<file path="config.mk">
export PLATFORM = sky130hd
export DESIGN_NAME = md_issue_ctrl
export DESIGN_NICKNAME = d
export VERILOG_FILES = /design/src/rtl/md_pkg.sv /design/src/rtl/md_issue_ctrl_arb.sv /design/src/rtl/md_issue_ctrl.sv
export SDC_FILE = /design/constraint.sdc
export NUM_CORES = 1
export LEC_CHECK = 0
export BUFFER_PORTS_ARGS = -buffer_cell sky130_fd_sc_hd__buf_2
export CORE_MARGIN = 3
export CORE_UTILIZATION = 45
export DETAILED_ROUTE_END_ITERATION = 16
export PLACE_DENSITY = 0.8
export SLEW_MARGIN = 20
export SYNTH_ARGS = -nofsm -noshare
export SYNTH_HDL_FRONTEND = slang
export SYNTH_SLANG_ARGS = --single-unit
</file>
<file path="constraint.sdc">
create_clock -name clk -period 2.2 [get_ports clk]
set_input_delay 0.11 -clock clk [delete_from_list [all_inputs] [get_ports clk]]
set_output_delay 0.11 -clock clk [all_outputs]
set_load 0.03 [all_outputs]
</file>
<file path="src/rtl/md_pkg.sv">
// Shared types and encodings for the HI/LO multiply/divide issue controller.
// Holds the md_op codes, controller state, and the decoded request kinds.
package md_pkg;

  localparam int LAUNCH_TMO_DEF = 4;

  localparam logic [1:0] MD_MULTU = 2'b00;
  localparam logic [1:0] MD_DIVU  = 2'b01;
  localparam logic [1:0] MD_MULT  = 2'b10;
  localparam logic [1:0] MD_DIV   = 2'b11;

  typedef enum logic [1:0] {
    ST_IDLE,
    ST_LAUNCH,
    ST_WAIT,
    ST_WR
  } md_state_t;

  typedef enum logic [3:0] {
    REQ_NONE,
    REQ_MULTU,
    REQ_DIVU,
    REQ_MULT,
    REQ_MSUB,
    REQ_DIV,
    REQ_MTHI,
    REQ_MTLO,
    REQ_MFHI,
    REQ_MFLO
  } md_req_t;

  function automatic logic [1:0] reqOp(input md_req_t k);
    case (k)
      REQ_DIVU:           return MD_DIVU;
      REQ_MULT, REQ_MSUB: return MD_MULT;
      REQ_DIV:            return MD_DIV;
      default:            return MD_MULTU;
    endcase
  endfunction

  function automatic logic isStart(input md_req_t k);
    return (k == REQ_MULTU) || (k == REQ_DIVU) || (k == REQ_MULT) ||
           (k == REQ_MSUB)  || (k == REQ_DIV);
  endfunction

endpackage

</file>
<file path="src/rtl/md_issue_ctrl_arb.sv">
// Priority decode of the nine MD-class decode bits into a single request kind,
// plus detection of a multi-hot decode (more than one bit set).
module md_issue_ctrl_arb
  import md_pkg::*;
(
  input  logic    i_is_multu,
  input  logic    i_is_divu,
  input  logic    i_is_mult,
  input  logic    i_is_div,
  input  logic    i_is_msub,
  input  logic    i_is_mthi,
  input  logic    i_is_mtlo,
  input  logic    i_is_mfhi,
  input  logic    i_is_mflo,
  output md_req_t o_kind,
  output logic    o_multiHot
);

  logic [8:0] w_vec;

  assign w_vec = {i_is_multu, i_is_divu, i_is_mult, i_is_msub, i_is_div,
                  i_is_mthi, i_is_mtlo, i_is_mfhi, i_is_mflo};

  // Clearing the lowest set bit leaves something only when two or more are set.
  assign o_multiHot = |(w_vec & (w_vec - 9'd1));

  always_comb begin
    o_kind = REQ_NONE;
    if (i_is_multu)     o_kind = REQ_MULTU;
    else if (i_is_divu) o_kind = REQ_DIVU;
    else if (i_is_mult) o_kind = REQ_MULT;
    else if (i_is_msub) o_kind = REQ_MSUB;
    else if (i_is_div)  o_kind = REQ_DIV;
    else if (i_is_mthi) o_kind = REQ_MTHI;
    else if (i_is_mtlo) o_kind = REQ_MTLO;
    else if (i_is_mfhi) o_kind = REQ_MFHI;
    else if (i_is_mflo) o_kind = REQ_MFLO;
  end

endmodule

</file>
<file path="src/rtl/md_issue_ctrl.sv">
// Pipeline-side initiator for the HI/LO multiply/divide unit: launches ops,
// tracks the busy window, stalls on HI/LO hazards and returns mfhi/mflo reads.
module md_issue_ctrl
  import md_pkg::*;
#(
  parameter int DATA_W     = 32,
  parameter int LAUNCH_TMO = LAUNCH_TMO_DEF
) (
  input  logic              clk,
  input  logic              reset,
  input  logic              i_req_valid,
  input  logic              i_flush,
  input  logic              i_is_multu,
  input  logic              i_is_divu,
  input  logic              i_is_mult,
  input  logic              i_is_div,
  input  logic              i_is_msub,
  input  logic              i_is_mthi,
  input  logic              i_is_mtlo,
  input  logic              i_is_mfhi,
  input  logic              i_is_mflo,
  input  logic [DATA_W-1:0] i_rs_val,
  input  logic [DATA_W-1:0] i_rt_val,
  input  logic              i_md_busy,
  input  logic [DATA_W-1:0] i_md_hi,
  input  logic [DATA_W-1:0] i_md_lo,
  output logic              o_md_start,
  output logic              o_md_ifmsub,
  output logic              o_md_mthi,
  output logic              o_md_mtlo,
  output logic              o_md_regwrite,
  output logic [1:0]        o_md_op,
  output logic [DATA_W-1:0] o_md_in1,
  output logic [DATA_W-1:0] o_md_in2,
  output logic              o_stall,
  output logic [DATA_W-1:0] o_rd_data,
  output logic              o_rd_valid,
  output logic              o_err
);

  localparam int CNT_W = (LAUNCH_TMO > 1) ? $clog2(LAUNCH_TMO) : 1;
  localparam logic [CNT_W-1:0] CNT_LAST = CNT_W'(LAUNCH_TMO - 1);

  md_state_t         r_state;
  logic [CNT_W-1:0]  r_cnt;
  logic              r_start;
  logic              r_ifmsub;
  logic              r_mthi;
  logic              r_mtlo;
  logic              r_regwrite;
  logic [1:0]        r_op;
  logic [DATA_W-1:0] r_in1;
  logic [DATA_W-1:0] r_in2;
  logic [DATA_W-1:0] r_rdData;
  logic              r_rdValid;
  logic              r_err;

  md_req_t w_kind;
  logic    w_multiHot;
  logic    w_mdClass;
  logic    w_accept;

  md_issue_ctrl_arb u_arb (
    .i_is_multu (i_is_multu),
    .i_is_divu  (i_is_divu),
    .i_is_mult  (i_is_mult),
    .i_is_div   (i_is_div),
    .i_is_msub  (i_is_msub),
    .i_is_mthi  (i_is_mthi),
    .i_is_mtlo  (i_is_mtlo),
    .i_is_mfhi  (i_is_mfhi),
    .i_is_mflo  (i_is_mflo),
    .o_kind     (w_kind),
    .o_multiHot (w_multiHot)
  );

  // md_busy is part of the stall so a unit still busy after reset is honoured.
  assign w_mdClass = i_req_valid & ~i_flush & (w_kind != REQ_NONE);
  assign o_stall   = w_mdClass & ((r_state != ST_IDLE) | i_md_busy);
  assign w_accept  = w_mdClass & ~o_stall;

  always_ff @(posedge clk) begin
    if (reset) begin
      r_state    <= ST_IDLE;
      r_cnt      <= '0;
      r_start    <= 1'b0;
      r_ifmsub   <= 1'b0;
      r_mthi     <= 1'b0;
      r_mtlo     <= 1'b0;
      r_regwrite <= 1'b0;
      r_op       <= MD_MULTU;
      r_in1      <= '0;
      r_in2      <= '0;
      r_rdData   <= '0;
      r_rdValid  <= 1'b0;
      r_err      <= 1'b0;
    end else begin
      r_start    <= 1'b0;
      r_ifmsub   <= 1'b0;
      r_mthi     <= 1'b0;
      r_mtlo     <= 1'b0;
      r_regwrite <= 1'b0;
      r_rdValid  <= 1'b0;
      case (r_state)
        ST_IDLE: begin
          if (w_accept) begin
            if (w_multiHot) r_err <= 1'b1;
            if (isStart(w_kind)) begin
              r_start  <= 1'b1;
              r_op     <= reqOp(w_kind);
              r_ifmsub <= (w_kind == REQ_MSUB);
              r_in1    <= i_rs_val;
              r_in2    <= i_rt_val;
              r_cnt    <= '0;
              r_state  <= ST_LAUNCH;
            end else if (w_kind == REQ_MTHI || w_kind == REQ_MTLO) begin
              r_regwrite <= 1'b1;
              r_mthi     <= (w_kind == REQ_MTHI);
              r_mtlo     <= (w_kind == REQ_MTLO);
              r_in1      <= i_rs_val;
              r_state    <= ST_WR;
            end else if (w_kind == REQ_MFHI) begin
              r_rdData  <= i_md_hi;
              r_rdValid <= 1'b1;
            end else if (w_kind == REQ_MFLO) begin
              r_rdData  <= i_md_lo;
              r_rdValid <= 1'b1;
            end
          end
        end
        // A unit that never raises busy is abandoned after LAUNCH_TMO cycles.
        ST_LAUNCH: begin
          if (i_md_busy) begin
            r_cnt   <= '0;
            r_state <= ST_WAIT;
          end else if (r_cnt == CNT_LAST) begin
            r_cnt   <= '0;
            r_err   <= 1'b1;
            r_state <= ST_IDLE;
          end else begin
            r_cnt <= r_cnt + 1'b1;
          end
        end
        ST_WAIT: begin
          if (!i_md_busy) r_state <= ST_IDLE;
        end
        ST_WR: begin
          r_state <= ST_IDLE;
        end
        default: begin
          r_state <= ST_IDLE;
        end
      endcase
    end
  end

  assign o_md_start    = r_start;
  assign o_md_ifmsub   = r_ifmsub;
  assign o_md_mthi     = r_mthi;
  assign o_md_mtlo     = r_mtlo;
  assign o_md_regwrite = r_regwrite;
  assign o_md_op       = r_op;
  assign o_md_in1      = r_in1;
  assign o_md_in2      = r_in2;
  assign o_rd_data     = r_rdData;
  assign o_rd_valid    = r_rdValid;
  assign o_err         = r_err;

endmodule

</file>
==> results.yml <==
detailed_routing:
  drcViolationCount: 0
  wirelength_um: 15500
  detail_route.wl_per_cell_um: 16.2
  drt_iter0_markers: 435
  viasPerCell: 5.44
  ant_nets: 0
  via_count: 5220
  dr.pass1.iters: 5
worst_setup_path:
  setup.worst_path.end_class: "register"
  setup.worst_path.class: "reg -> reg"
  arrival_ps: 2320
  cp-start-kind: "register"
  crit_fanout: 32
  required_ps: 2460
synth:
  yosys.area.top_type_share_pct: 47.6
  synthesis.nets: 677
  synth-simple-area-share_pct: 17.9
  synth_compound_area_share_pct: 21.7
  avgSynthCellArea_um2: 8.58
  ys_warn_count: 0
  ys_top_cells_by_area: "dfxtp_1, a21oi_1, mux2i_1"
  synth_cells: 534
  synth_top_family_by_area: "compound AO/OA/AOI/OAI gates"
  seq_area_frac_synth_pct: 47.6
  synth_area_um2: 4580
  yosys.area.top_type: "dfxtp_1"
  synth-seq-cells: 109
  synth_adder_area_share_pct: 0.273
  ys_types: 42
  synth-async-reset-ratio_pct: 0
  muxShareOfSynthArea_pct: 6.99
  ys.flop_type: "dfxtp_1"
  synth_xor_xnor_area_share_pct: 0
  synth_edf_count: 0
clocking:
  cts_sinks: 109
  cts.clk_slew.worst_paths_ps: 100
  cts_setup_buffers: 0
  clk_latency_ps: 370
  ctsHtreeMaxLevel: 3
  holdBufCountCts: 67
  cts_made_buffers: 9
  root_buffer: "clkbuf_8"
  cts_tree: "done"
  cts.repair.resized: 0
  clockBufferDepth: 2
floorplan:
  die-area_um2: 11400
  die_w_um: 107
  core.rowCount: 36
  start_util_pct: 46.7
  ioPinCount: 248
  die_y_um: 107
  core_area_um2: 9820
sta:
  fmax_mhz: 484
  drv_slew: 0
  skew_ps: 10.9
  layout_setup_ws_ps: 132
  slew_headroom_pct: 49.8
  tns_ps: 0
  worst_slew_pin_slew_ps: 753
  rsz0062_at_grt: "false"
  hold_viol: 0
  period_share_pct: 94.0
  timing.final.crit_period_ps: 2070
  setup_violations: 0
finish:
  fillerInstances: 751
  final_layout_size_suffix_gt1_share_pct: 34.5
  syn_to_final_growth_pct: 48.1
  design_area_um2: 6790
  multi_input_area_um2: 2170
  num-nets-final: 964
  register_area_um2: 2180
  diodes: 0
global_routing:
  grt_pass1_wl_um: 24300
  overflow: 0
  grt_max_degree: 75
  grt_pass1_vias: 5064
  grt_util_all_layers_pct: 26.3
  antenna_found_initial: 0
power:
  combPwrFrac_pct: 17.4
  p_seq_share_pct: 53.7
  p_int_mw: 2.73
  swShare_pct: 28.3
  peakVddDrop_v: 0.000360
  powerDensity_nw_per_um2: 561
  power_frac_clock_pct: 28.9
  leakagePower_nw: 2.92
  p_switching_mw: 1.08
hold_path:
  min_path_type: "in -> reg"
placement:
  dp_slack_ps: 195
  placed_area_um2: 5940
  hpwl_um: 10100
  numPortBuffers: 247
  gp_congestion: 0.803
run:
  drv_cap: 0
outcome:
  status: "completed"
==> sequential cells by signal (all words and copies together), names as in the netlist <==
register	cells
o_md_ifmsub	1
o_md_op	2
o_rd_valid	1
o_md_in1	32
o_err	1
o_md_mtlo	1
o_rd_data	32
r_cnt	2
o_md_in2	32
o_md_mthi	1
r_state	2
o_md_regwrite	1
o_md_start	1
==> stage by stage <==
| stage | hold slack, ps | total power [mW] | util [%] | std cells |
|---|---|---|---|---|
| after floorplan | 246 | 2.40 | - | 534 |
| after global placement | 341 | 2.63 | 60.5 | 875 |
| after detailed placement | 352 | 2.64 | 60.5 | 875 |
| after CTS | 0.215 | 3.82 | 69.0 | 958 |
| after global routing | 9.47 | 3.96 | 69.1 | 959 |
| final | 12.0 | 3.81 | 69.1 | 959 |
==> cell families (layout without fill, tap and decap cells) <==
family | after synthesis | count (layout)
adders and majority gates | 1 | 1
muxes | 32 | 32
buffers and inverters | 56 | 348
DFF | 109 | 109
AOI/OAI and AO/OA | 158 | 158
and+or+nand+nor | 178 | 178
==> power groups by stage <==
stage | registers (mW) | clock network (mW) | logic [mW]
5_1_grt | 2.05 | 1.20 | 0.714
6_report | 2.04 | 1.10 | 0.663
2_1_floorplan | 2.17 | 0 | 0.228
4_1_cts | 2.04 | 1.12 | 0.650
3_5_place_dp | 2.09 | 0 | 0.557
3_3_place_gp | 2.08 | 0 | 0.543
==> final timing paths <==
path / startpoint / end / slack, ps / depth (start not counted)
min: i_md_hi[12] / o_rd_data[12]$_SDFFE_PP0P_ / 10 / 3
max: r_state[1]$_SDFFE_PP0P_ / o_rd_data[13]$_SDFFE_PP0P_ / 130 / 5
min reg2reg: o_md_in2[21]$_SDFFE_PP0P_ / o_md_in2[21]$_SDFFE_PP0P_ / 460 / 2
max reg2reg: r_state[1]$_SDFFE_PP0P_ / o_rd_data[13]$_SDFFE_PP0P_ / 130 / 5
==> cell usage in the layout (no fill, tap or decap), types with 3 or more instances in the layout <==
cell,instances
o21ai_0,34
buf_4,7
mux2i_1,32
buf_2,246
a311oi_1,32
or3_1,4
nand2_1,67
or2_2,4
nor2_1,47
nor3_1,4
dfxtp_1,109
nand3_1,35
buf_12,6
inv_1,5
nor2b_1,3
or4_1,3
a21oi_1,72
clkbuf_8,9
dlygate4sd3_1,68
==> critical path, cell delays in order (launching register included) <==
cell and delay (ps):
dfxtp_1 370, or3_1 540, nor4_4 380, buf_12 230, a21oi_1 90, a311oi_1 320
==> cell usage after synthesis, drive strengths merged (2+ instances only) <==
library cell / number
dfxtp: 109
a21oi: 72
nand2: 67
nor2: 47
clkbuf: 35
nand3: 35
o21ai: 35
a311oi: 32
mux2i: 32
buf: 16
nor3: 6
inv: 5
a211oi: 4
or2: 4
or3: 4
or4: 4
nor2b: 3
nor4: 3
a211o: 2
nand2b: 2
nor3b: 2
o21a: 2
o31ai: 2
==> layout make-up <==
class                   instances  share of cell area (%)
flip-flops and latches        109                    32.1
clock inverters                 5                   0.516
clock buffers                  11                    1.94
well taps                     133                    2.45
inverters                       5                   0.276
repair buffers                327                    30.7
multi-input cells             369                    32.0
==> metal layers <==
layer | global-route usage (%) | wire length, um | vias to the layer above
met5 | 0 | 0 | -
met4 | 13.0 | 602 | 0
met3 | 5.48 | 1290 | 51
met2 | 45.7 | 7760 | 295
met1 | 30.7 | 5840 | 2392
li1 | - | - | 2482
No activity file was read; power rests on OpenSTA's default activity.
